### src/rtl/spi_pkg.sv
// spi_pkg: shared types and constants for the SPI slave.
//   state_t    : FSM states (IDLE, SHIFT)
//   spi_mode_t : latched clock mode {cpol, cpha}
//   SPI_DATA_W : default frame width
package spi_pkg;

    localparam int SPI_DATA_W = 8;

    typedef enum logic {
        IDLE  = 1'b0,
        SHIFT = 1'b1
    } state_t;

    typedef struct packed {
        logic cpol;
        logic cpha;
    } spi_mode_t;

endpackage

### src/rtl/spi_sync_edge.sv
// spi_sync_edge: 2-flop synchroniser for an asynchronous pin, plus
// single-cycle rise/fall pulses derived from the synchronised level.
//   clk, rst_n : system clock, async active-low reset
//   din        : asynchronous input pin
//   sync       : synchronised level (2 flops)
//   rise, fall : one-cycle pulses on synchronised transitions
// RST_VAL sets the reset level of all three flops so an idle-high pin
// (SS_n) does not produce a false edge when reset releases.
module spi_sync_edge #(
    parameter logic RST_VAL = 1'b0
) (
    input  logic clk,
    input  logic rst_n,
    input  logic din,
    output logic sync,
    output logic rise,
    output logic fall
);

    logic meta_p0;
    logic sync_p1;
    logic prev_p2;

    always_ff @(posedge clk or negedge rst_n) begin
        if (!rst_n) begin
            meta_p0 <= RST_VAL;
            sync_p1 <= RST_VAL;
            prev_p2 <= RST_VAL;
        end else begin
            // p0 -> p1: metastability settling
            meta_p0 <= din;
            sync_p1 <= meta_p0;
            // p1 -> p2: edge history
            prev_p2 <= sync_p1;
        end
    end

    assign sync = sync_p1;
    assign rise = sync_p1 & ~prev_p2;
    assign fall = ~sync_p1 & prev_p2;

endmodule

### src/rtl/spi_slave.sv
// spi_slave: clock-oversampled SPI slave, all CPOL/CPHA modes, MSB first.
//   clk, rst_n        : system clock, async active-low reset
//   SCLK, MOSI, SS_n  : SPI pins from the master (asynchronous)
//   MISO              : serial data to the master
//   CPOL, CPHA        : clock mode, latched at each SS_n fall
//   tx_data, tx_load  : write into the transmit holding register
//   tx_ready          : holding register empty
//   rx_data, rx_valid : last received byte and its one-cycle strobe
// Optional (macro SPI_SLAVE_OVERRUN_EN):
//   rx_ack            : host acknowledges the received byte
//   rx_overrun        : sticky, a byte completed while the previous was unacknowledged
module spi_slave
    import spi_pkg::*;
#(
    parameter int DATA_W = SPI_DATA_W
) (
    input  logic              clk,
    input  logic              rst_n,
    input  logic              SCLK,
    input  logic              MOSI,
    input  logic              SS_n,
    output logic              MISO,
    input  logic              CPOL,
    input  logic              CPHA,
    input  logic [DATA_W-1:0] tx_data,
    input  logic              tx_load,
    output logic              tx_ready,
    output logic [DATA_W-1:0] rx_data,
    output logic              rx_valid
`ifdef SPI_SLAVE_OVERRUN_EN
    ,
    input  logic              rx_ack,
    output logic              rx_overrun
`endif
);

    localparam int CNT_W = $clog2(DATA_W);

    logic sclk_sync_unused, sclk_rise, sclk_fall;
    logic ss_sync_unused, ss_rise, ss_fall;
    logic mosi_s, mosi_rise_unused, mosi_fall_unused;

    state_t            state_q, state_d;
    spi_mode_t         mode_q;
    logic [CNT_W-1:0]  cnt_q;
    logic [DATA_W-1:0] shreg;
    logic [DATA_W-1:0] hold_q;
    logic              hold_full_q;
    logic [DATA_W-1:0] tx_src;
    logic              lead, trail;
    logic              start, sample_edge, drive_edge, byte_done, reload;

    // Pin synchronisers; SS_n idles high so its flops reset to 1
    spi_sync_edge #(.RST_VAL(1'b0)) u_sclk (
        .clk(clk), .rst_n(rst_n), .din(SCLK),
        .sync(sclk_sync_unused), .rise(sclk_rise), .fall(sclk_fall)
    );
    spi_sync_edge #(.RST_VAL(1'b1)) u_ss (
        .clk(clk), .rst_n(rst_n), .din(SS_n),
        .sync(ss_sync_unused), .rise(ss_rise), .fall(ss_fall)
    );
    spi_sync_edge #(.RST_VAL(1'b0)) u_mosi (
        .clk(clk), .rst_n(rst_n), .din(MOSI),
        .sync(mosi_s), .rise(mosi_rise_unused), .fall(mosi_fall_unused)
    );

    // Leading edge leaves the idle level, trailing edge returns to it
    assign lead  = mode_q.cpol ? sclk_fall : sclk_rise;
    assign trail = mode_q.cpol ? sclk_rise : sclk_fall;

    // Empty holding register at load time means underrun: send zeros
    assign tx_src   = hold_full_q ? hold_q : '0;
    assign tx_ready = ~hold_full_q;

    always_ff @(posedge clk or negedge rst_n) begin
        if (!rst_n) state_q <= IDLE;
        else        state_q <= state_d;
    end

    always_comb begin
        state_d     = state_q;
        start       = 1'b0;
        sample_edge = 1'b0;
        drive_edge  = 1'b0;
        byte_done   = 1'b0;
        case (state_q)
            IDLE: begin
                if (ss_fall) begin
                    state_d = SHIFT;
                    start   = 1'b1;
                end
            end
            SHIFT: begin
                // A deselect abandons any partial byte
                if (ss_rise) begin
                    state_d = IDLE;
                end else begin
                    sample_edge = mode_q.cpha ? trail : lead;
                    drive_edge  = mode_q.cpha ? lead : trail;
                    byte_done   = sample_edge && (cnt_q == CNT_W'(DATA_W - 1));
                end
            end
            default: state_d = IDLE;
        endcase
    end

    assign reload = start | byte_done;

    // Control and host-visible registers
    always_ff @(posedge clk or negedge rst_n) begin
        if (!rst_n) begin
            mode_q      <= '0;
            cnt_q       <= '0;
            hold_full_q <= 1'b0;
            MISO        <= 1'b0;
            rx_data     <= '0;
            rx_valid    <= 1'b0;
        end else begin
            if (start) begin
                mode_q <= '{cpol: CPOL, cpha: CPHA};
                cnt_q  <= '0;
            end else if (byte_done) begin
                cnt_q  <= '0;
            end else if (sample_edge) begin
                cnt_q  <= cnt_q + CNT_W'(1);
            end

            // The reload empties the register a cycle before tx_ready is seen,
            // so a same-cycle tx_load is simply ignored (tx_ready still 0)
            if (reload && hold_full_q)
                hold_full_q <= 1'b0;
            else if (tx_load && !hold_full_q)
                hold_full_q <= 1'b1;

            if (start)
                MISO <= tx_src[DATA_W-1];
            else if (drive_edge)
                MISO <= shreg[DATA_W-1];

            rx_valid <= byte_done;
            if (byte_done)
                rx_data <= {shreg[DATA_W-2:0], mosi_s};
        end
    end

    // Data registers: meaningful only after a load, so no reset
    always_ff @(posedge clk) begin
        if (tx_load && !hold_full_q)
            hold_q <= tx_data;
        if (reload)
            shreg <= tx_src;
        else if (sample_edge)
            shreg <= {shreg[DATA_W-2:0], mosi_s};
    end

`ifdef SPI_SLAVE_OVERRUN_EN
    logic pending_q;

    // Set beats clear when they coincide, for both flags
    always_ff @(posedge clk or negedge rst_n) begin
        if (!rst_n) begin
            pending_q  <= 1'b0;
            rx_overrun <= 1'b0;
        end else begin
            if (rx_valid)    pending_q <= 1'b1;
            else if (rx_ack) pending_q <= 1'b0;

            if (byte_done && pending_q) rx_overrun <= 1'b1;
            else if (rx_ack)            rx_overrun <= 1'b0;
        end
    end
`endif

endmodule

### config.mk
export PLATFORM = sky130hd
export DESIGN_NAME = spi_slave
export DESIGN_NICKNAME = d
export VERILOG_FILES = /design/src/rtl/spi_pkg.sv /design/src/rtl/spi_sync_edge.sv /design/src/rtl/spi_slave.sv
export SDC_FILE = /design/constraint.sdc
export NUM_CORES = 1
export LEC_CHECK = 0
export BUFFER_PORTS_ARGS = -buffer_cell sky130_fd_sc_hd__buf_4
export CORE_ASPECT_RATIO = 0.7
export CORE_MARGIN = 3
export CORE_UTILIZATION = 49
export CTS_CLUSTER_DIAMETER = 120
export DETAILED_ROUTE_END_ITERATION = 6
export GPL_ROUTABILITY_DRIVEN = 0
export HOLD_SLACK_MARGIN = 0.06
export PLACE_DENSITY = 0.82
export SLEW_MARGIN = 30
export SYNTH_ARGS = -nofsm -noshare
export SYNTH_HDL_FRONTEND = slang
export SYNTH_SLANG_ARGS = --single-unit
### constraint.sdc
create_clock -name clk -period 1.8 [get_ports clk]
set_input_delay 0.18 -clock clk [delete_from_list [all_inputs] [get_ports clk]]
set_output_delay 0.18 -clock clk [all_outputs]
set_load 0.02 [all_outputs]
# == After elaboration in Yosys (flattened, before gate mapping) ==
# Index checks and enable logic that the tools add are counted.
# word_totals
reg_bits,41
out_inout_bits,11
# op_classes
n_addsub,1
n_eq_ne,1
mux,24
bitwise,11
n_reduce_logical,8
# op_table
operator,n
$mux 8,3
$mux 1,17
$mux 3,3
$not 1->1,6
$reduce_bool 2->1,3
$and 1x1->1,4
$add 3x1->3 const B,1
$eq 3x3->1 const B,1
$logic_and 1x1->1,3
$reduce_bool 3->1,1
$pmux 1 s2,1
$logic_not 1->1,1
$or 1x1->1,1

# == Longest topological paths before layout ==
# Gate-level depths: netlist of the first run.
# logic_depth
ltp_word,10
ltp_mapped,6

# == Modules after synthesis ==
# Synthesis of the first run repeated with hierarchy kept, for this count alone.
# hier_totals
cells_unflattened,114
area_unflattened_um2,1691.6
# modules_own_cells
module,n_inst,cells_each,area_per_inst_um2
spi_slave,1,99,1417.6
spi_sync_edge (u_mosi ...),2,5,90.1
spi_sync_edge (u_ss),1,5,93.8

# == Worst setup path after synthesis of the first run ==
# OpenSTA, ideal clock, no wires.
# synth_path
path_type,reg-to-reg
startpoint,register mode_q[1] in the netlist's numbering
endpoint,register shreg[0] (enable)
setup_ns,0.302
t_arrival_ns,1.390
t_required_ns,1.498
setup_slack_ns,0.109
stages_incl_launch_ff,6
n_path_buf,1
synth_period_minus_slack_ns,1.691
path_cell_list,dfrtp_1 -> xor2_2 -> mux2i_2 -> or2_1 -> buf_2 -> nand2_1
# synth_via
elab_chain_len,7
word_cells_on_any_way,10
cone_classes,7 x mux; 1 x bitwise; 2 x reduce/logical
# synth_rtl
item,line,source
from (decl),spi_slave.sv:44,spi_mode_t mode_q;
from (signal assigned),spi_slave.sv:120,"mode_q <= '{cpol: CPOL, cpha: CPHA};"
"$mux 1, on equally long branches","spi_slave.sv:68, spi_slave.sv:69",
$mux 1 (*),spi_slave.sv:98,sample_edge = mode_q.cpha ? trail : lead;
$logic_and 1x1->1,spi_slave.sv:100,byte_done = sample_edge && (cnt_q == CNT_W'(DATA_W - 1));
$mux 1,spi_slave.sv:95,if (ss_rise) begin
$mux 1,spi_slave.sv:86,case (state_q)
$or 1x1->1,spi_slave.sv:107,assign reload = start | byte_done;
$reduce_bool 2->1 (no source line) (*),--,
to (signal assigned),spi_slave.sv:151,shreg <= tx_src;
to (signal assigned),spi_slave.sv:153,"shreg <= {shreg[DATA_W-2:0], mosi_s};"
to (decl),spi_slave.sv:46,logic [DATA_W-1:0] shreg;
# Every way passes the cells marked *; elsewhere a longest branch is shown, timed or not.
# A chain may end at the register's enable or synchronous reset.

# == Final worst setup path of the first run ==
# layout_path
startpoint,register cnt_q[0]
endpoint,register rx_data[6]
# layout_via
elab_chain_len,4
# layout_rtl
item,line,source
from (decl),spi_slave.sv:45,logic [CNT_W-1:0] cnt_q;
from (signal assigned),spi_slave.sv:125,cnt_q <= cnt_q + CNT_W'(1);
$eq 3x3->1,spi_slave.sv:100,
$logic_and 1x1->1,spi_slave.sv:100,
$mux 1,spi_slave.sv:95,
$mux 1,spi_slave.sv:86,
to (signal assigned),spi_slave.sv:142,"rx_data <= {shreg[DATA_W-2:0], mosi_s};"
to (decl),spi_slave.sv:28,"output logic [DATA_W-1:0] rx_data,"
# No other way between the ends.

==> results of run 1 <==
flip-flops by register name (all words and copies together) (netlist names):
name / count
rx_data: 8
u_ss.prev_p2: 1
rx_valid: 1
u_ss.meta_p0: 1
mode_q: 2
cnt_q: 3
u_sclk.sync: 1
MISO: 1
u_sclk.prev_p2: 1
state_q: 1
u_ss.sync: 1
u_mosi.sync: 1
hold_full_q: 1
hold_q: 8
u_mosi.meta_p0: 1
shreg: 8
u_sclk.meta_p0: 1
power breakdown:
part / internal [mW] / switching, mW
Sequential: 1.12 / 0.104
Combinational: 0.207 / 0.226
Clock: 0.439 / 0.309
cells in the mapped netlist (all sizes together) (2+ instances only):
cell,number
mux2,8
mux2i,4
o21ai,2
clkbuf,2
ha,2
dfstp,3
buf,3
o211ai,2
dfrtp,22
inv,5
o22ai,8
nand2,28
edfxtp,16
nor2b,2
area by class of cell:
cell class	count	area, um2
Tap cell	36	45.0
Timing Repair Buffer	42	355
Clock buffer	7	119
Clock inverter	1	5.00
Fill cell	206	853
Multi-Input combinational cell	67	457
Inverter	5	18.8
Sequential cell	41	1110
kinds of logic after synthesis:
logic type	Yosys count	share of synthesized area [%]
XOR/XNOR	1	1.01
multiplexers	12	8.55
AND/OR/NAND/NOR	35	9.63
adder cells (fa/ha/maj)	2	1.55
AO/OA/AOI/OAI	17	7.38
buffers and inverters	10	2.95
flip-flops	41	68.9
path summary, 6_finish.rpt:
kind | end | slack [ns] | depth (start not counted)
setup / recovery | rx_data[6] | 0.11 | 6
hold / removal | hold_q[4] | 0.08 | 1
setup reg to reg | rx_data[6] | 0.11 | 6
hold reg to reg | u_mosi.sync | 0.35 | 0
max in group asynchronous | u_ss.prev_p2 | 1.18 | 2
min in group asynchronous | rx_valid | 0.32 | 2
critical path, delay by kind of cell, from the launching register on:
family                     cells  cell delay [ns]
muxes                          1             0.35
buffers and inverters          1             0.15
DFF                            1             0.39
adders and majority gates      2             0.38
AOI/OAI and AO/OA              1             0.18
and+or+nand+nor                1             0.14
per-layer routing:
layer | part of all wire [%] | routed length (um) | track usage [%] | vias up
li1 | - | - | - | 495
met1 | 45 | 1340 | 21.0 | 491
met2 | 48 | 1420 | 25.8 | 37
met3 | 5.5 | 163 | 5.41 | 4
met4 | 0.81 | 24 | 6.80 | 0
met5 | 0 | 0 | 0 | -
what timing repair did:
item,CTS,global route
setup endpoints to repair,0,16
setup buffers,0,0
hold buffers,4,7
endpoints found under the hold margin,25,7
resized for setup,0,2
==> results.md, run 1 <==
Floorplan:
- The number of top-level design ports is 27.
- The total die area is 4020 um2.
- The region available for standard cell placement spans 2960 um2.
- The initialized floorplan defines 16 standard-cell rows.
- For this configuration, the core starts out at a cell density of 54.3%.
- Measured along the x axis, the die boundary spans 74.5 um.
- The die is 54.0 um tall.

Logic synthesis:
- The portion of the post-synthesis area used by sequential elements is 68.9%.
- A synthesized cell averages 13.6 um2.
- The net count after synthesis is 136.
- By area the synthesized netlist is led by dfrtp_1 (34%), edfxtp_1 (30%), nand2_1 (6.5%).
- The distinct cell type count of the synthesized netlist is 28.
- The top cell type by area accounts for 34.2% of the synthesized area.
- In the synthesized netlist the async set-or-reset flop fraction comes to 61.0%.
- The top cell type by total area after synthesis is dfrtp_1.
- The register bit count reported by yosys is 41.
- Counting flops with a built-in enable in the synthesized netlist gives 16.
- Synthesis handed over a netlist of 118 instances.
- The cell area after synthesis is 1610 um2.
- In the synthesized netlist the dominant register cell turns out to be dfrtp_1.
- The yosys synthesis warning count is 0.

Setup path:
- The delay of the slowest cell on the worst path is 0.39 ns.
- The type of the worst setup path is reg -> reg.
- At the worst endpoint, the arrival time is 1.86 ns.
- The worst setup path is captured at a flop.
- The signal on the critical path passes through ha_1, ha_1, o211ai_1, nor2_4, buf_12, mux2_2.
- The slowest cell on the critical path is dfrtp_1.
- The data required time of the worst path is 1.97 ns.
- The peak fanout along the critical path is 17.
- The startpoint class of the critical path is a flop.
- The worst register-to-register path begins at cnt_q[0].
- The critical path launch point is cnt_q[0].
- In this design, the critical path's most frequently occurring cell is ha_1.

STA:
- The maximum clock frequency is 591 MHz.
- The number of slew-limit violations in the final report is 0.
- Setup repair after global routing left no endpoint under its margin.
- The post-route fraction of the period consumed by the critical path is 93.9%.
- The routed design could run at a clock period as short as 1.69 ns.
- The pin slew with the least headroom to its limit is 0.351 ns.
- The slack of the critical path is 0.109 ns.
- The count of final hold-check violations is 0.
- Setup violations remaining at the end of the flow were counted as 0.
- In the final timing run, aggregate negative setup slack is 0 ns.
- The post-route worst hold slack is 0.0766 ns.
- The worst pin sits at a relative slew slack of 76.5%.
- Clock skew on the completed layout was measured at 0.00387 ns.

Final layout:
- The fraction of final layout cells sized beyond drive strength 1 is 34.4%.
- The final net count is 180.
- The final design utilization is 71.2%.
- From synthesis to final layout, the design area changed by 31.0%.
- The most frequent standard cell in the layout excluding fill and tap cells is buf_4.
- 0 antenna diodes ended up in the layout.
- Leaving out fill and tap cells, the most frequent cells in the layout are buf_4 (30), nand2_1 (27), dfrtp_1 (22).
- The final non-filler cell area is 2110 um2.
- The filler-free cell count of the finished design is 199.

Place:
- The wire-length estimate of the detail-placed layout is 2.02 mm.
- The port buffer count is 26.
- The placed standard-cell area is 1870 um2.
- The worst slack at placement is 0.0422 ns.
- The cell count after placement is 180.

Global routing:
- For this run, the total global-route usage over all layers was measured as 16.4%.
- The via count of the first global-routing pass was 1,049.
- The global-route wire length before repair is 4.75 mm.
- Entering global routing, the biggest net connects 26 pins.
- The initial antenna violation count came to 0.
- The total overflow left after global routing is 0.

Routing:
- The detailed-route DRC error count is 0.
- The total wire length is 2.95 mm.
- The first TritonRoute pass finished after 4 iterations.
- The count of routing violations after the opening detailed-route iteration is 44.
- In the final routed layout, each cell accounts on average for 14.8 um.
- The count of nets left with antenna violations once routing finished came out at 0.
- The average vias per placed instance is 5.16.
- The total number of vias is 1,027.

Clock tree:
- The total CTS buffers is 5.
- The clock-pin slew on the worst setup and hold paths is 0.08 ns.
- The tree is rooted in a clkbuf_8.
- The clock tree buffer depth is 2.
- The later pin in the worst-skew pair is clocked with a latency of 0.29 ns.
- The number of clock sinks is 41.
- The CTS tree is done.
- The H-tree was split into 2 levels.

Pwr:
- Summing internal, switching and leakage power gives 2.41 mW.
- Across the VDD grid, the largest voltage drop is 684 uV.
- The power per unit of standard cell area is 1140 nW/um2.
- Summed over all cells, the static leakage comes to 0.980 nW.

Run status:
- The flow ran to the end, and the final reports show no timing, DRC or antenna violations.

Run:
- The max-capacitance violation count is 0.

Min path:
- The origin of the worst min-delay path is tx_data[4].
- The worst hold-check path type is in -> reg.
No activity file was read; power rests on OpenSTA's default activity.
==> inputs of run 2 (changes only) <==
--- a/config.mk
+++ b/config.mk
@@ -7,7 +7,7 @@
 export LEC_CHECK = 0
 export BUFFER_PORTS_ARGS = -buffer_cell sky130_fd_sc_hd__buf_4
 export CORE_ASPECT_RATIO = 0.7
-export CORE_MARGIN = 3
+export CORE_MARGIN = 2
 export CORE_UTILIZATION = 49
 export CTS_CLUSTER_DIAMETER = 120
 export DETAILED_ROUTE_END_ITERATION = 6
==> constraint.sdc (replaced) <==
create_clock -name clk -period 1.8 [get_ports clk]
set_input_delay 0.27 -clock clk [delete_from_list [all_inputs] [get_ports clk]]
set_output_delay 0.27 -clock clk [all_outputs]
set_load 0.02 [all_outputs]
==> results.md, run 2 (synthesis gave the netlist of run 1 again) <==
Final layout:
- In the final layout, the registers with the most flip-flops are hold_q x8, rx_data x8, shreg x8.
- The count of filler cells inserted in the layout is 252 (+22%).
- The final net count is 171 (-5.0%).
- The filler-free cell count of the finished design is 192 (-3.5%).
- The top cell types in the final layout, fill and taps aside, are buf_4 (31), nand2_1 (27), dfrtp_1 (22).
- The library cell used most frequently in the layout, excluding fill and tap cells, is buf_4.
- The final design utilization is 63.3% (-7.9 points).
- The fraction of final layout cells sized beyond drive strength 1 is 37.0% (+2.7 points).
- The post-synthesis to final-layout area growth is 23.8%.
- The number of inserted diodes was 0 (unchanged).
- The final non-filler cell area is 1990 um2 (-5.5%).

Min path:
- The end point of the most critical hold path is u_ss.meta_p0.
- The hold path depth came to 1 (unchanged).
- In this run the most critical hold path is launched from SS_n.
- In this run the worst hold path is classified as in -> reg.

Routing:
- The average vias per placed instance is 5.18 (+0.42%).
- The total wire length is 2.91 mm (-1.4%).
- The remaining antenna violation count is 0 (unchanged).
- The count of routing violations after the opening detailed-route iteration came to 21 (-52%).
- The first-pass detailed-route iteration total was 4 (unchanged).
- The total number of vias came to 995 (-3.1%).
- The final routed wire length divided by cell count is 15.1 um (+2.2%).
- The detailed-route DRC error count is 0 (unchanged).

Place:
- The placed standard-cell area was 1870 um2 (+0.13%).
- The worst slack at placement is 0.0106 ns (-0.0316 ns).
- The cell count after placement is 182 (+1.1%).
- The port buffer count came to 26 (unchanged).

Global routing:
- The via count of the first global-routing pass is 1,030 (-1.8%).
- The global routing usage summed across all routing layers came to 17.9% (+1.5 points).
- The global-route wire length before repair was 4.87 mm (+2.6%).
- The initial antenna violation count came to 0 (unchanged).
- The pin count of the biggest net entering global routing was 26 (unchanged).
- The leftover overflow at the end of global routing is 0 (unchanged).

Setup path:
- The startpoint class of the critical path is a flop.
- The worst reg-to-reg path cell count is 6 (unchanged).
- The launching point of the worst reg2reg path is cnt_q[0].
- The register-to-register setup slack is 0.11 ns (about the same).
- The worst register-to-register path ends at rx_data[4].
- The type of the worst setup path is reg -> reg.
- The arrival time at the worst endpoint came to 1.88 ns (+0.02 ns).
- The data required time of the worst path is 1.99 ns (+0.02 ns).
- The critical path endpoint category is a flop.
- The peak fanout along the critical path is 17 (unchanged).

Pwr:
- The leakage power summed over all cells was 0.918 nW (-6.3%).
- The power per unit of standard cell area came to 1140 nW/um2 (-0.32%).
- The worst supply voltage drop on vdd is 770 uV (+13%).
- The sum of internal, switching and leakage power is 2.27 mW (-5.8%).

Clock tree:
- The clock-pin slew on the worst setup and hold paths is 0.08 ns (about the same).
- The clock tree buffer depth was 2 (unchanged).
- The level count of the clock H-tree is 2 (unchanged).
- The number of clock sinks is 41 (unchanged).
- The total CTS buffers was 5 (unchanged).
- The CTS tree is done.
- The insertion delay to the later sink of the worst-skew pair is 0.30 ns (about the same).
- The clock tree root driver cell is clkbuf_8.

Floorplan:
- The row count was 17 (+1).
- The number of top-level design ports was 27 (unchanged).
- The height of the die is 52.0 um (-3.7%).
- The x dimension of the die is 72.5 um (-2.7%).
- The total die area is 3770 um2 (-6.3%).
- The initial standard-cell utilization of the core is 51.2% (-3.2 points).
- The core area was 3150 um2 (+6.3%).

STA:
- The count of final hold-check violations was 0 (unchanged).
- The shortest clock period the worst path allows after layout is 1.69 ns (-0.000836 ns).
- The slack of the critical path is 0.110 ns (+0.000836 ns).
- The post-route fraction of the period consumed by the critical path is 93.9% (about the same).
- The pin slew with the least headroom to its limit came to 0.369 ns (+0.0176 ns).
- The post-route worst hold slack is 0.0770 ns (+0.000358 ns).
- The relative max-transition margin is 75.3% (-1.2 points).
- The aggregate negative setup slack is 0 ns (unchanged).
- The number of slew-limit violations in the final report is 0 (unchanged).
- Setup repair after global routing could not meet its margin everywhere.
- The largest clock skew in the final design came to 0.00543 ns (+0.00156 ns).
- The maximum clock frequency is 592 MHz (about the same).
- The final-report setup violation count is 0 (unchanged).

Run status:
- The flow ran to the end, and the final reports show no timing, DRC or antenna violations.

Run:
- The max-capacitance violation count is 0 (unchanged).
[run 2: changes by cell type in the layout (fill, tap and decap cells not counted)]
cell and delta:
inv_4 +1, buf_4 +1, clkinv_2 -1, mux2i_4 +1, ha_1 -1, mux2i_2 -1, clkinvlp_4 +1, clkbuf_1 +1
dlygate4sd3_1 -10, clkbuf_16 -2, ha_2 +1
[run 2: what timing repair did]
item,in CTS,in global routing
hold buffers,1,0
gates cloned,0,0
hold endpoints to repair,22,0
endpoints found under the setup margin,1,17
setup buffers,0,1
resized for setup,1,3
[run 2: cell type report]
class                           count  area [um2]  share of cell area [%]
Clock buffer                        6        72.6                    3.64
Inverter                            5        18.8                   0.942
Sequential cell                    41        1110                    55.7
Multi-Input combinational cell     67         468                    23.5
Timing Repair Buffer               33         263                    13.2
Tap cell                           38        47.5                    2.39
Clock inverter                      2        13.8                   0.691
[run 2: how the worst max path moves through the flow]
stage / startpoint / to / slack [ns]
6_report: cnt_q[0] / rx_data[4] / 0.11
4_1_cts: mode_q[1] / shreg[6] / 0.05
5_1_grt: cnt_q[0] / rx_data[4] / -0.005
2_1_floorplan: mode_q[1] / shreg[0] / 0.11
3_3_place_gp: mode_q[1] / shreg[2] / 0.12
3_5_place_dp: mode_q[1] / shreg[4] / 0.01
[run 2: routing by layer]
layer / GRT usage (%) / vias to the layer above / wire length [um]
li1: - / 477 / -
met1: 22.5 / 490 / 1340
met2: 29.1 / 22 / 1400
met3: 5.23 / 6 / 121
met4: 7.41 / 0 / 40
met5: 0 / - / 0
[run 2: critical path, stage by stage (launching register included)]
cell      delay, ns
dfrtp_1        0.39
ha_1           0.16
ha_2           0.20
o211ai_1       0.17
nor2_4         0.15
buf_12         0.16
mux2_2         0.34
[run 2: power breakdown]
| part | total, mW | internal (mW) | switching (mW) | leakage [nW] |
|---|---|---|---|---|
| registers | 1.22 | 1.12 | 0.0996 | 0.465 |
| logic | 0.450 | 0.211 | 0.239 | 0.411 |
| clock network | 0.595 | 0.274 | 0.321 | 0.0417 |
